**src/rtl/fetch_pkg.sv**
```systemverilog
// ----------------------------------------------------------------------------
// fetch_pkg
//  Shared constants for the instruction-fetch front end: FSM state encoding,
//  PC increment, reset values and the sequential-PC helper.
// ----------------------------------------------------------------------------
package fetch_pkg;

    // FSM state encoding (plain constants so older tools and dumps decode it)
    localparam logic [1:0] S_BOOT  = 2'd0;
    localparam logic [1:0] S_REQ   = 2'd1;
    localparam logic [1:0] S_DRAIN = 2'd2;
    localparam logic [1:0] S_VALID = 2'd3;

    localparam logic [31:0] PC_INC   = 32'd4;
    localparam logic [31:0] RST_WORD = 32'h0000_0000;

    // Sequential successor; 32-bit arithmetic, so 0xFFFF_FFFC wraps to 0x0.
    function automatic logic [31:0] next_seq_pc(input logic [31:0] pc);
        return pc + PC_INC;
    endfunction

endpackage

```
**src/rtl/fetch_perf_cnt.sv**
```systemverilog
// ----------------------------------------------------------------------------
// fetch_perf_cnt
//  One saturating event counter for the fetch front end. Only built when
//  FETCH_PERF_CNT_EN is defined.
//  Ports:
//   i_clk  clock
//   i_rst  asynchronous active-high reset, clears the count
//   i_inc  count one event this cycle
//   o_cnt  current count, sticks at all-ones
// ----------------------------------------------------------------------------
`ifdef FETCH_PERF_CNT_EN
module fetch_perf_cnt #(
    parameter int W = 32
) (
    input  logic         i_clk,
    input  logic         i_rst,
    input  logic         i_inc,
    output logic [W-1:0] o_cnt
);

    always_ff @(posedge i_clk or posedge i_rst) begin
        if (i_rst) begin
            o_cnt <= '0;
        end else if (i_inc && (o_cnt != {W{1'b1}})) begin
            o_cnt <= o_cnt + W'(1);
        end
    end

endmodule
`endif

```
**src/rtl/fetch_sequencer.sv**
```systemverilog
// ----------------------------------------------------------------------------
// fetch_sequencer
//  IF-stage front-end controller. Owns the fetch PC, runs a single-outstanding
//  req/ack handshake to instruction memory, presents the fetched word and its
//  PC to IF (held across stalls), and picks the next PC with priority
//  mispredict recovery > predicted jump > PC+4. Fetches orphaned by a flush
//  are drained and their data discarded.
//  Optional feature macro: FETCH_PERF_CNT_EN adds three saturating perf
//  counters (accepted acks, accepted flushes, stalled-valid cycles).
//  Ports:
//   i_clk, i_rst            clock; asynchronous active-high reset
//   o_imem_req/o_imem_addr  fetch request and address (stable while req=1)
//   i_imem_ack/i_imem_rdata response strobe and instruction word
//   o_ins_valid/o_ins/o_pc  instruction presented to IF
//   i_stall                 IF does not consume the presented instruction
//   i_jump/i_pc_br          take i_pc_br as next PC (only while valid)
//   i_miss/i_redir_pc       mispredict flush and recovery PC
//   o_fetch_cnt/o_flush_cnt/o_stall_cnt  perf counters (FETCH_PERF_CNT_EN)
// ----------------------------------------------------------------------------
module fetch_sequencer
    import fetch_pkg::*;
#(
    parameter logic [31:0] RESET_PC = 32'h0000_0000,
    parameter int          CNT_W    = 32
) (
    input  logic             i_clk,
    input  logic             i_rst,
    output logic             o_imem_req,
    output logic [31:0]      o_imem_addr,
    input  logic             i_imem_ack,
    input  logic [31:0]      i_imem_rdata,
    output logic             o_ins_valid,
    output logic [31:0]      o_ins,
    output logic [31:0]      o_pc,
    input  logic             i_stall,
    input  logic             i_jump,
    input  logic [31:0]      i_pc_br,
    input  logic             i_miss,
`ifdef FETCH_PERF_CNT_EN
    input  logic [31:0]      i_redir_pc,
    output logic [CNT_W-1:0] o_fetch_cnt,
    output logic [CNT_W-1:0] o_flush_cnt,
    output logic [CNT_W-1:0] o_stall_cnt
`else
    input  logic [31:0]      i_redir_pc
`endif
);

    logic [1:0]  state;
    logic [31:0] fetch_pc;   // where the next request will go
    logic [31:0] req_addr;   // address of the request on the bus
    logic        req_gap;    // one idle cycle after a flush hit a returning ack
    logic [31:0] consume_pc; // next PC when the presented instruction retires
    logic [31:0] redirect_pc;

    assign o_imem_req  = ((state == S_REQ) && !req_gap) || (state == S_DRAIN);
    assign o_imem_addr = req_addr;
    assign o_ins_valid = (state == S_VALID);

    // NOTE: every variable assigned in a combinational block gets a default
    // first, so no path can leave it unassigned and infer a latch.
    always_comb begin
        consume_pc  = next_seq_pc(o_pc);
        redirect_pc = fetch_pc;
        if (i_miss) begin
            consume_pc  = i_redir_pc;
            redirect_pc = i_redir_pc;
        end else if (i_jump) begin
            consume_pc  = i_pc_br;
        end
    end

    // NOTE: sequential state uses non-blocking assignments so every register
    // samples pre-edge values, independent of statement order.
    always_ff @(posedge i_clk or posedge i_rst) begin
        if (i_rst) begin
            state    <= S_BOOT;
            fetch_pc <= RESET_PC;
            req_addr <= RST_WORD;
            req_gap  <= 1'b0;
            o_ins    <= RST_WORD;
            o_pc     <= RST_WORD;
        end else begin
            case (state)
                S_BOOT: begin
                    req_addr <= fetch_pc;
                    state    <= S_REQ;
                end

                S_REQ: begin
                    if (req_gap) begin
                        // Request is low this cycle; any ack is stray. A flush
                        // here still retargets the upcoming request.
                        req_gap  <= 1'b0;
                        req_addr <= redirect_pc;
                        fetch_pc <= redirect_pc;
                    end else if (i_imem_ack) begin
                        if (i_miss) begin
                            fetch_pc <= i_redir_pc;
                            req_gap  <= 1'b1;
                        end else begin
                            o_ins <= i_imem_rdata;
                            o_pc  <= req_addr;
                            state <= S_VALID;
                        end
                    end else if (i_miss) begin
                        // The old request is still in flight; wait it out.
                        fetch_pc <= i_redir_pc;
                        state    <= S_DRAIN;
                    end
                end

                S_DRAIN: begin
                    fetch_pc <= redirect_pc;
                    if (i_imem_ack) begin
                        req_addr <= redirect_pc;
                        state    <= S_REQ;
                    end
                end

                S_VALID: begin
                    if (i_miss || !i_stall) begin
                        fetch_pc <= consume_pc;
                        req_addr <= consume_pc;
                        state    <= S_REQ;
                    end
                end

                default: state <= S_BOOT;
            endcase
        end
    end

`ifdef FETCH_PERF_CNT_EN
    logic ev_fetch;
    logic ev_flush;
    logic ev_stall;

    assign ev_fetch = i_imem_ack && o_imem_req;
    assign ev_flush = i_miss && (state != S_BOOT);
    assign ev_stall = i_stall && (state == S_VALID);

    fetch_perf_cnt #(.W(CNT_W)) u_fetch_cnt (
        .i_clk (i_clk),
        .i_rst (i_rst),
        .i_inc (ev_fetch),
        .o_cnt (o_fetch_cnt)
    );

    fetch_perf_cnt #(.W(CNT_W)) u_flush_cnt (
        .i_clk (i_clk),
        .i_rst (i_rst),
        .i_inc (ev_flush),
        .o_cnt (o_flush_cnt)
    );

    fetch_perf_cnt #(.W(CNT_W)) u_stall_cnt (
        .i_clk (i_clk),
        .i_rst (i_rst),
        .i_inc (ev_stall),
        .o_cnt (o_stall_cnt)
    );
`else
    logic cnt_w_unused;
    assign cnt_w_unused = (CNT_W > 0);
`endif

endmodule

```
**config.mk**
```make
export PLATFORM = sky130hd
export DESIGN_NAME = fetch_sequencer
export DESIGN_NICKNAME = d
export VERILOG_FILES = /design/src/rtl/fetch_pkg.sv /design/src/rtl/fetch_perf_cnt.sv /design/src/rtl/fetch_sequencer.sv
export SDC_FILE = /design/constraint.sdc
export NUM_CORES = 1
export LEC_CHECK = 0
export BUFFER_PORTS_ARGS = -buffer_cell sky130_fd_sc_hd__buf_2
export CORE_MARGIN = 3
export CORE_UTILIZATION = 53
export CTS_BUF_LIST = sky130_fd_sc_hd__clkbuf_8 sky130_fd_sc_hd__clkbuf_16
export DETAILED_ROUTE_END_ITERATION = 7
export PLACE_DENSITY = 0.81
export SYNTH_ARGS = -nofsm -noshare
export SYNTH_HDL_FRONTEND = slang
export SYNTH_HIERARCHICAL = 1
export SYNTH_SLANG_ARGS = --single-unit
export TNS_END_PERCENT = 5
```
**constraint.sdc**
```tcl
create_clock -name i_clk -period 5.1 [get_ports i_clk]
set_input_delay 0.765 -clock i_clk [delete_from_list [all_inputs] [get_ports i_clk]]
set_output_delay 0.765 -clock i_clk [all_outputs]
set_load 0.02 [all_outputs]
```
==> results of run 1 <==
[state kept, by name, indices dropped and copies added (netlist names)]
signal	flops
state	2
o_ins	32
o_imem_addr	32
o_pc	32
fetch_pc	32
req_gap	1
[through the flow]
stage,power (W),util
3_3_place_gp,0.00508,0.642
6_report,0.00642,0.686
2_1_floorplan,0.00410,-
3_5_place_dp,0.00516,0.642
5_1_grt,0.00679,0.686
4_1_cts,0.00638,0.686
[final cells by class]
class                   instances  area [µm²]  share of cell area
multi-input cells             531        3690               0.414
flip-flops and latches        131        3280               0.368
repair buffers                210        1090               0.122
clock buffers                  20         467              0.0524
well taps                     172         215              0.0242
clock inverters                11         111              0.0125
inverters                      14        57.6             0.00646
diodes                          1        2.50            0.000281
[cells in the final DEF, fill, tap and decap left out, types with 6 or more instances in the layout]
cell type,count
o221ai_1,9
nand2_1,79
a221oi_1,12
a21o_1,8
mux2_2,74
nor3_1,7
a22oi_1,9
a21oi_1,49
a31oi_1,8
nand4_1,8
a32oi_1,16
o21ai_0,60
buf_2,199
buf_4,10
clkbuf_16,17
inv_1,13
mux2i_1,8
o31ai_1,6
nand3_1,18
nor2_1,33
dfrtp_1,131
xor2_1,6
xnor2_1,14
or3_1,12
nor2b_1,6
[worst paths after layout]
path                       slack, ns  cells after the start                  endpoint
min                             0.48                      1  fetch_pc[22]$_DFFE_PP0P_
max reg2reg                     1.81                      8  fetch_pc[11]$_DFFE_PP0P_
max                             1.81                      8  fetch_pc[11]$_DFFE_PP0P_
min reg2reg                     0.48                      1  fetch_pc[22]$_DFFE_PP0P_
max in group asynchronous       3.55                      3   fetch_pc[3]$_DFFE_PP0P_
min in group asynchronous       0.54                      2     o_ins[22]$_DFFE_PP0P_
[critical path: cells and delay by family (launching register included)]
family	cells	cell delay, ns
adders and majority gates	1	0.20
AOI/OAI and AO/OA	3	1.03
buffers and inverters	3	1.07
DFF	1	0.41
and+or+nand+nor	1	0.50
[layer usage]
| layer | GRT usage | part of all wire |
|---|---|---|
| met1 | 0.430 | 0.40 |
| met2 | 0.480 | 0.47 |
| met3 | 0.0839 | 0.11 |
| met4 | 0.118 | 0.026 |
| met5 | 0 | 0 |
[power by group through the flow]
| stage | registers (W) | logic, W | clock network, W |
|---|---|---|---|
| final | 0.00210 | 0.00312 | 0.00120 |
| after floorplan | 0.00242 | 0.00167 | 0 |
| after detailed placement | 0.00209 | 0.00307 | 0 |
| after global placement | 0.00207 | 0.00301 | 0 |
| after CTS | 0.00208 | 0.00309 | 0.00120 |
| after global routing | 0.00216 | 0.00338 | 0.00125 |
[cell families (layout without fill, tap and decap cells)]
kind of cell    Yosys count  count (layout)  synth area share
mux                      82              82             0.127
simple gates            194             194             0.136
other cells               0               1                 0
fa+ha+maj                 5               5           0.00868
flops                   131             131             0.455
buf+inv                  65             255            0.0351
compound gates          230             230             0.214
xor+xnor                 20              20            0.0243
==> out/qor.txt, run 1 <==
Outcome: finished clean
Die width: 123 µm
Initial Utilization: 0.555
Max-cap violations: 0
Wire per inst: 21.2 µm
CTS Sinks: 131
# hold bufs at CTS: 0
Share of power burned in registers: 0.327
Max-slew violations: 0
Setup violations, final: 0
DP Area: 8330 µm²
Post-synth top area share: 0.455
Synth-to-Final Area Change: 23.6%
Reg clk slew, reported paths: 0.06 ns
Die footprint: 15000 µm²
CP startpoint: state[0]$_DFFE_PP0P_
Worst path cell trace: inv_1 -> ha_1 -> buf_4 -> inv_1 -> nand2_1 -> a21oi_1 -> o32ai_1 -> a21oi_1
Min-Delay Path Class: reg -> reg
Sw frac: 0.454
Leak: 4.02 nW
Pwr dens: 721 nW/µm²
Final period util: 0.646
Post-DP HPWL: 15.7 mm
Vias post-DR: 7033
Non-filler cells, final: 1090
Post-DR vias/cell: 6.45
Fin area: 8910 µm²
Combinational Power Share: 0.487
WL final: 23.2 mm
Max H-tree Level: 4
WHS: 0.480 ns
Post-CTS sizing: 0
Share of layout cells above drive strength 1: 0.364
CTS tree: done
List of most frequent post-synthesis cells: dfrtp_1, nand2_1, mux2_2
Gr usage total: 0.314
Synth Flop Type: dfrtp_1
Largest net degree at the start of global routing: 98
TritonCTS Buffers: 17
Fmax: 0.304 GHz
#FFs+latches synth: 131
Fill cells: 1026
Placer Congestion: 0.902
Clock Tree Buf Depth: 2
Hold Vio Cnt, Final: 0
P_sw: 0.00291 W
Post-synth EDFFs: 0
Pre-CTS setup slack: 1.84 ns
Worst Slack Setup Final: 1.81 ns
Worst Path Required: 5.44 ns
CP max FO: 28
Hold path startpoint: fetch_pc[22]$_DFFE_PP0P_
Syn nets: 834
Placed insts: 1058
Cells after Synth: 727
Setup TNS: 0 ns
Setup crit end kind: flop
Syn avg cell area: 9.91 µm²
Cell with the most instances after synthesis: dfrtp_1
Initial antenna violation count: 1
Overflow after GRT: 0
Tightest Pin Transition: 1.19 ns
Clock Tree Root: clkbuf_16
Vias in the first global route: 6793
Drt pass-1 iters: 6
Layout Nets: 1012
Later-pin clock latency in the skew report: 0.42 ns
DR DRC count: 0
Synth cell types: 66
Setup Fix Bufs, Post-CTS: 0
CP peak stage delay: 0.71 ns
Max_slew headroom: 0.208
Largest area contributor in the netlist: dfrtp_1
Tmin final: 3.29 ns
Worst vdd ir: 572 µV
# IOs: 200
DIE HEIGHT: 123 µm
Mapped cell area: 7210 µm²
RSZ-0062 raised after global routing: no
Rows: 41
Core Box Area: 13000 µm²
Post-DRT Antenna Nets: 0
Critical Path AT: 3.63 ns
Ys Warns: 6
Slowest CP cell: inv_1
Initial DRC Count: 1209
Critical path type: reg -> reg
R2r startpoint: state[0]$_DFFE_PP0P_
Top cells by area, synth: dfrtp_1, mux2_2, o21ai_0, nand2_1, a21oi_1
Crit path launch type: flop
Synth async-reset ratio: 1.00
Port bufs: 199
Worst Clk Skew: 0.00546 ns
First-pass GRT wire length: 36.3 mm
Clk pwr share: 0.187
Internal Power: 0.00351 W
Sequential share of the synthesized area: 0.455
Power figures use the tool's default switching activity.
==> run 2: changes to the inputs <==
- ABC_AREA: not set -> 1
- PLACE_DENSITY: 0.81 -> 0.8
- clock period: 5.1 -> 3.3 ns (I/O delays scaled with it)
==> run 2 against run 1 <==
Against the previous run:
- power rose by 61%
- first-iteration DRC count fell by 5.5%
- clock power rose by 68%
- largest power group unchanged
- largest cell class unchanged
- clock skew barely moved
- synthesized cell count rose by 41%
- sequential power rose by 48%
- non-clock buffer count rose by 2
- setup slack got worse by 0.76 ns
==> out/qor.txt, run 2 <==
Outcome: finished clean
Worst vdd ir: 823 µV (+44%)
Largest net degree at the start of global routing: 132 (+35%)
Initial Utilization: 0.545 (-0.0104)
Post-CTS sizing: 0 (unchanged)
# hold bufs at CTS: 0 (unchanged)
Syn avg cell area: 7.39 µm² (-25%)
Initial antenna violation count: 0 (-1)
List of most frequent post-synthesis cells: nand2_1, a21oi_1, dfrtp_1
Register area: 3280 µm² (unchanged)
Post-DP HPWL: 16.4 mm (+4.2%)
# IOs: 200 (unchanged)
Share of layout cells above drive strength 1: 0.252 (-0.113)
Fill cells: 1177 (+15%)
Combinational Power Share: 0.502 (+0.015)
Synth cell types: 34 (-48%)
First-pass GRT wire length: 37.3 mm (+2.5%)
Vias post-DR: 7926 (+13%)
Non-filler cells, final: 1396 (+28%)
Pre-CTS setup slack: 1.10 ns (-0.744 ns)
Rows: 43 (+4.9%)
Setup TNS: 0 ns (unchanged)
WHS: 0.278 ns (-0.203 ns)
Syn nets: 1134 (+36%)
Max-slew violations: 0 (unchanged)
DIE HEIGHT: 126 µm (+2.5%)
Setup Fix Bufs, Post-CTS: 0 (unchanged)
Post-DR vias/cell: 5.68 (-12%)
Slowest CP cell: dfrtp_1
Setup violations, final: 0 (unchanged)
Crit path launch type: flop
Mapped cell area: 7590 µm² (+5.3%)
Post-DRT Antenna Nets: 0 (unchanged)
CTS Sinks: 131 (unchanged)
Die width: 126 µm (+2.5%)
Core Box Area: 13900 µm² (+7.4%)
Cells after Synth: 1027 (+41%)
Drt pass-1 iters: 5 (-1)
Largest area contributor in the netlist: dfrtp_1
Most frequent cells in the layout: nand2_1, buf_2, a21oi_1
Pwr Total: 0.0103 W (+61%)
WL final: 23.3 mm (+0.84%)
R2R setup slack: 1.04 ns (-0.76 ns)
Tightest Pin Transition: 0.737 ns (-0.450 ns)
Max-cap violations: 0 (unchanged)
Cell with the most instances after synthesis: nand2_1
Crit-path most repeated cell: nand2_1
DR DRC count: 0 (unchanged)
P_sw: 0.00482 W (+65%)
Placer Congestion: 0.962 (+6.7%)
Port bufs: 199 (unchanged)
Setup crit end kind: flop
Worst path cell trace: ha_1 -> buf_4 -> inv_1 -> buf_4 -> buf_4 -> nor2_1 -> nand2_1 -> nand2_1 -> nand2_1 -> nand2_1
RSZ-0062 raised after global routing: no
Sw frac: 0.467 (+0.0134)
Reg clk slew, reported paths: 0.06 ns (about the same)
Worst Clk Skew: 0.00578 ns (+0.000322 ns)
Ant diodes: 0 (-1)
Internal Power: 0.00550 W (+57%)
CP max FO: 26 (-7.1%)
Post-synth EDFFs: 0 (unchanged)
Commonest non-fill, non-tap cell in the layout: nand2_1
#FFs+latches synth: 131 (unchanged)
Final period util: 0.684 (+0.0384)
Min-Delay Path Class: in -> reg
Initial DRC Count: 1143 (-5.5%)
Critical Path AT: 2.57 ns (-1.06 ns)
Max_slew headroom: 0.508 (+0.300)
Synth async-reset ratio: 1.00 (unchanged)
Critical path type: reg -> reg
Worst Path Required: 3.61 ns (-1.83 ns)
Vias in the first global route: 7332 (+7.9%)
Leak: 4.84 nW (+20%)
Synth-to-Final Area Change: 23.3%
CTS tree: done
Later-pin clock latency in the skew report: 0.42 ns (about the same)
Hold Vio Cnt, Final: 0 (unchanged)
Post-synth top area share: 0.432 (-0.0231)
Synth Flop Type: dfrtp_1
Placed insts: 1364 (+29%)
CP peak stage delay: 0.42 ns (-0.29 ns)
Ys Warns: 6 (unchanged)
Sequential share of the synthesized area: 0.432 (-0.0231)
Fmax: 0.443 GHz (+46%)
TritonCTS Buffers: 17 (unchanged)
Clk pwr share: 0.196 (+0.009)
Share of power burned in registers: 0.302 (-0.025)
Top cells by area, synth: dfrtp_1, nand2_1, a21oi_1, nor2_1, mux2_2
Pwr dens: 1100 nW/µm² (+53%)
Layout Nets: 1310 (+29%)
Wire per inst: 16.7 µm (-21%)
Clock Tree Root: clkbuf_16
Die footprint: 15800 µm² (+5.1%)
Multi-input gate area: 3750 µm² (+1.6%)
Max H-tree Level: 4 (unchanged)
Worst Slack Setup Final: 1.04 ns (-0.765 ns)
Tmin final: 2.26 ns (-1.04 ns)
Overflow after GRT: 0 (unchanged)
Clock Tree Buf Depth: 2 (unchanged)
Gr usage total: 0.294 (-0.0202)
run 2: metal layers:
| metal | vias up | share of wire | GRT usage |
|---|---|---|---|
| li1 | 3713 | - | - |
| met1 | 3663 | 0.41 | 0.411 |
| met5 | - | 0 | 0 |
| met2 | 484 | 0.44 | 0.443 |
| met4 | 0 | 0.034 | 0.107 |
| met3 | 66 | 0.11 | 0.0776 |
run 2: cell families (layout without fill, tap and decap cells):
logic type	after synthesis	after routing	share of synthesized area
AND/OR/NAND/NOR	467	467	0.255
AO/OA/AOI/OAI	239	239	0.168
buffers and inverters	143	332	0.0763
flip-flops	131	131	0.432
multiplexers	37	37	0.0549
adder cells (fa/ha/maj)	5	5	0.00824
XOR/XNOR	5	5	0.00577
run 2: worst paths after layout:
kind	start	to	depth (start not counted)
max	state[0]$_DFFE_PP0P_	o_imem_addr[19]$_DFFE_PP0P_	10
min	i_imem_rdata[14]	o_ins[14]$_DFFE_PP0P_	2
max reg2reg	state[0]$_DFFE_PP0P_	o_imem_addr[19]$_DFFE_PP0P_	10
min reg2reg	o_ins[27]$_DFFE_PP0P_	o_ins[27]$_DFFE_PP0P_	1
max in group asynchronous	i_rst	o_imem_addr[11]$_DFFE_PP0P_	3
min in group asynchronous	i_rst	o_imem_addr[1]$_DFFE_PP0P_	3
run 2: per-stage QoR:
stage          instance area, µm²   util
2_1_floorplan                7590      -
3_3_place_gp                 8730  0.626
3_5_place_dp                 8730  0.626
4_1_cts                      9360  0.672
5_1_grt                      9360  0.672
6_report                     9360  0.672
run 2: area by class of cell:
class,count,area share
Multi-Input combinational cell,753,0.400
Sequential cell,131,0.350
Timing Repair Buffer,212,0.122
Clock buffer,17,0.0454
Inverter,88,0.0358
Tap cell,180,0.0241
Clock inverter,15,0.0221
run 2: worst max-delay path, delay by kind of cell (launching register included):
family | cells | cell delay (ns)
fa+ha+maj | 1 | 0.24
flops | 1 | 0.42
simple gates | 5 | 0.35
buf+inv | 4 | 1.12
run 2: power groups by stage:
stage,sequential [W],combinational [W],clock (W)
floorplan,0.00365,0.00292,0
global placement,0.00308,0.00498,0
detailed placement,0.00311,0.00509,0
CTS,0.00309,0.00513,0.00205
global route,0.00322,0.00572,0.00212
finish,0.00311,0.00518,0.00202
==> run 3: changes to the inputs <==
- ABC_AREA: 1 -> 0
- CORE_UTILIZATION: 53 -> 48
- PLACE_DENSITY: 0.8 -> 0.77
- clock period: 3.3 -> 1.9 ns (I/O delays scaled with it)
==> run 3 against run 2 <==
Against the previous run:
- the run now ends with negative setup slack left
- worst hold slack got worse by 0.20 ns
- fmax is 4.1% higher
- clock-buffer cell count rose by 2
- clock skew grew 0.0013 ns
- wire length increased by 8.4%
- flip-flop and latch count is the same
- global-route usage is 0.69 points higher
- design area up 8.7%
- critical endpoint is now o_imem_addr[10]$_DFFE_PP0P_
- largest cell class unchanged
==> out/qor.txt, run 3 (same netlist as run 1, synthesis figures left out) <==
Fill cells: 1104 (-6.2%)
CP max FO: 6 (-77%)
Max H-tree Level: 4 (unchanged)
Initial DRC Count: 788 (-31%)
Multi-input gate area: 3870 µm² (+3.4%)
Post-DRT Antenna Nets: 0 (unchanged)
TritonCTS Buffers: 17 (unchanged)
CTS Sinks: 131 (unchanged)
Outcome: complete, but fails checks
Tightest Pin Transition: 0.483 ns (-0.255 ns)
Violated checks: negative setup slack
Gr usage total: 0.301 (+0.00694)
Pwr dens: 1930 nW/µm² (+76%)
Most frequent cells in the layout: buf_2, dfrtp_1, buf_4
Worst path cell trace: nand4_4 -> buf_4 -> nor3_2 -> xor2_1 -> a222oi_1 -> o211ai_1 -> o21a_1
Vias in the first global route: 7295 (-0.50%)
First-pass GRT wire length: 39.0 mm (+4.6%)
CP peak stage delay: 0.47 ns (+0.05 ns)
Core Box Area: 14600 µm² (+4.7%)
Max-cap violations: 0 (unchanged)
Later-pin clock latency in the skew report: 0.43 ns (about the same)
Fmax: 0.461 GHz (+4.1%)
Crit-path leading delay family: compound AO/OA/AOI/OAI gates
DIE HEIGHT: 129 µm (+2.3%)
Die footprint: 16500 µm² (+4.6%)
Initial antenna violation count: 0 (unchanged)
Slowest CP cell: a222oi_1
CTS tree: done
Worst Slack Setup Final: -0.267 ns (-1.31 ns)
Ant diodes: 0 (unchanged)
Tmin final: 2.17 ns (-0.0897 ns)
Fin area: 10200 µm² (+8.7%)
Drt pass-1 iters: 6 (+1)
DP Area: 9330 µm² (+6.8%)
WL final: 25.3 mm (+8.4%)
Die width: 129 µm (+2.3%)
Min-Delay Path Class: in -> reg
Overflow after GRT: 0 (unchanged)
RSZ-0062 raised after global routing: yes
Setup crit end kind: flop
Critical Path AT: 2.49 ns (-0.08 ns)
Clock Tree Root: clkbuf_16
Max_slew headroom: 0.678 (+0.170)
Critical path type: reg -> reg
Synth-to-Final Area Change: 41.2%
Wire per inst: 20.7 µm (+24%)
Largest net degree at the start of global routing: 62 (-53%)
DR DRC count: 0 (unchanged)
Worst Path Required: 2.22 ns (-1.39 ns)
Placer Congestion: 0.936 (-2.7%)
Max-slew violations: 0 (unchanged)
Vias post-DR: 7526 (-5.0%)
Register area: 3280 µm² (+0.19%)
Initial Utilization: 0.494 (-0.0508)
Port bufs: 199 (unchanged)
Layout Nets: 1135 (-13%)
Share of layout cells above drive strength 1: 0.476 (+0.224)
Post-DR vias/cell: 6.14 (+8.2%)
Setup violations, final: 47 (+47)
Reg clk slew, reported paths: 0.06 ns (about the same)
Leak: 4.69 nW (-3.0%)
Worst Clk Skew: 0.00704 ns (+0.00126 ns)
Crit path launch type: flop
Clock Tree Buf Depth: 2 (unchanged)
# IOs: 200 (unchanged)
Core Util, Final: 0.698 (+0.0259)
Final period util: 1.14 (+0.457)
Worst vdd ir: 1040 µV (+26%)
Hold Vio Cnt, Final: 0 (unchanged)
Commonest non-fill, non-tap cell in the layout: buf_2
Buffers & Inverters on Critical Path: 1 (-3)
Post-DP HPWL: 18.3 mm (+12%)
Rows: 44 (+2.3%)
run 3: cell count changes in the layout (fill, tap and decap cells not counted), sizes merged, moves of 13 or more:
| cell | before | now |
|---|---|---|
| a21oi | 155 | 49 |
| a32oi | 0 | 16 |
| buf | 212 | 331 |
| inv | 89 | 13 |
| mux2 | 37 | 74 |
| nand2 | 268 | 79 |
| nand3 | 49 | 18 |
| nor2 | 137 | 34 |
| or3 | 0 | 13 |
run 3: cell type report:
cell class	count	area share
Multi-Input combinational cell	531	0.381
Sequential cell	131	0.323
Timing Repair Buffer	333	0.210
Clock buffer	19	0.0445
Tap cell	184	0.0226
Clock inverter	13	0.0133
Inverter	14	0.00590
run 3: power breakdown:
part | switching, W | internal, W | leakage (nW)
clock network | 0.00129 | 0.00199 | 0.283
logic | 0.00621 | 0.00490 | 2.84
registers | 0.00106 | 0.00425 | 1.57
total | 0.00855 | 0.0111 | 4.69
run 3: routing by layer:
layer | vias to the layer above | global-route usage | routed length, µm
li1 | 3338 | - | -
met1 | 3616 | 0.411 | 10100
met2 | 489 | 0.469 | 11700
met3 | 83 | 0.0556 | 2590
met4 | 0 | 0.133 | 924
met5 | - | 0 | 0
run 3: final timing paths:
path                                          from                           to  slack (ns)  depth (start not counted)
max                            o_pc[6]$_DFFE_PP0P_  o_imem_addr[10]$_DFFE_PP0P_       -0.27                          7
min                               i_imem_rdata[11]        o_ins[11]$_DFFE_PP0P_        0.08                          2
max reg2reg                    o_pc[6]$_DFFE_PP0P_  o_imem_addr[10]$_DFFE_PP0P_       -0.27                          7
min reg2reg                fetch_pc[2]$_DFFE_PP0P_      fetch_pc[2]$_DFFE_PP0P_        0.48                          1
max in group asynchronous                    i_rst          o_pc[4]$_DFFE_PP0P_        0.86                          4
min in group asynchronous                    i_rst     fetch_pc[23]$_DFFE_PP0P_        0.40                          3
run 3: what timing repair did:
item,4_1_cts,5_1_grt
hold endpoints to repair,12,0
resized for setup,30,29
pin swaps,7,5
hold buffers,1,0
endpoints found under the setup margin,111,123
cloned,1,1
setup buffers,4,1
run 3: worst register-to-register path: stages, from the launching register on:
cell      delay [ns]
dfrtp_1         0.39
nand4_4         0.22
buf_4           0.23
nor3_2          0.22
xor2_1          0.17
a222oi_1        0.47
o211ai_1        0.21
o21a_1          0.14
run 3: per-stage QoR:
stage,hold slack [ns],power [W],setup TNS [ns],std cells,worst slack (ns)
6_report,0.0794,0.0197,-1.75,1225,-0.267
2_1_floorplan,0.428,0.0111,-12.05,727,-0.148
3_3_place_gp,0.303,0.0152,-1.19,1185,-0.0968
3_5_place_dp,0.304,0.0155,-4.35,1185,-0.135
5_1_grt,0.0797,0.0207,-10.10,1225,-0.292
4_1_cts,0.0706,0.0193,-0.933,1223,-0.0766
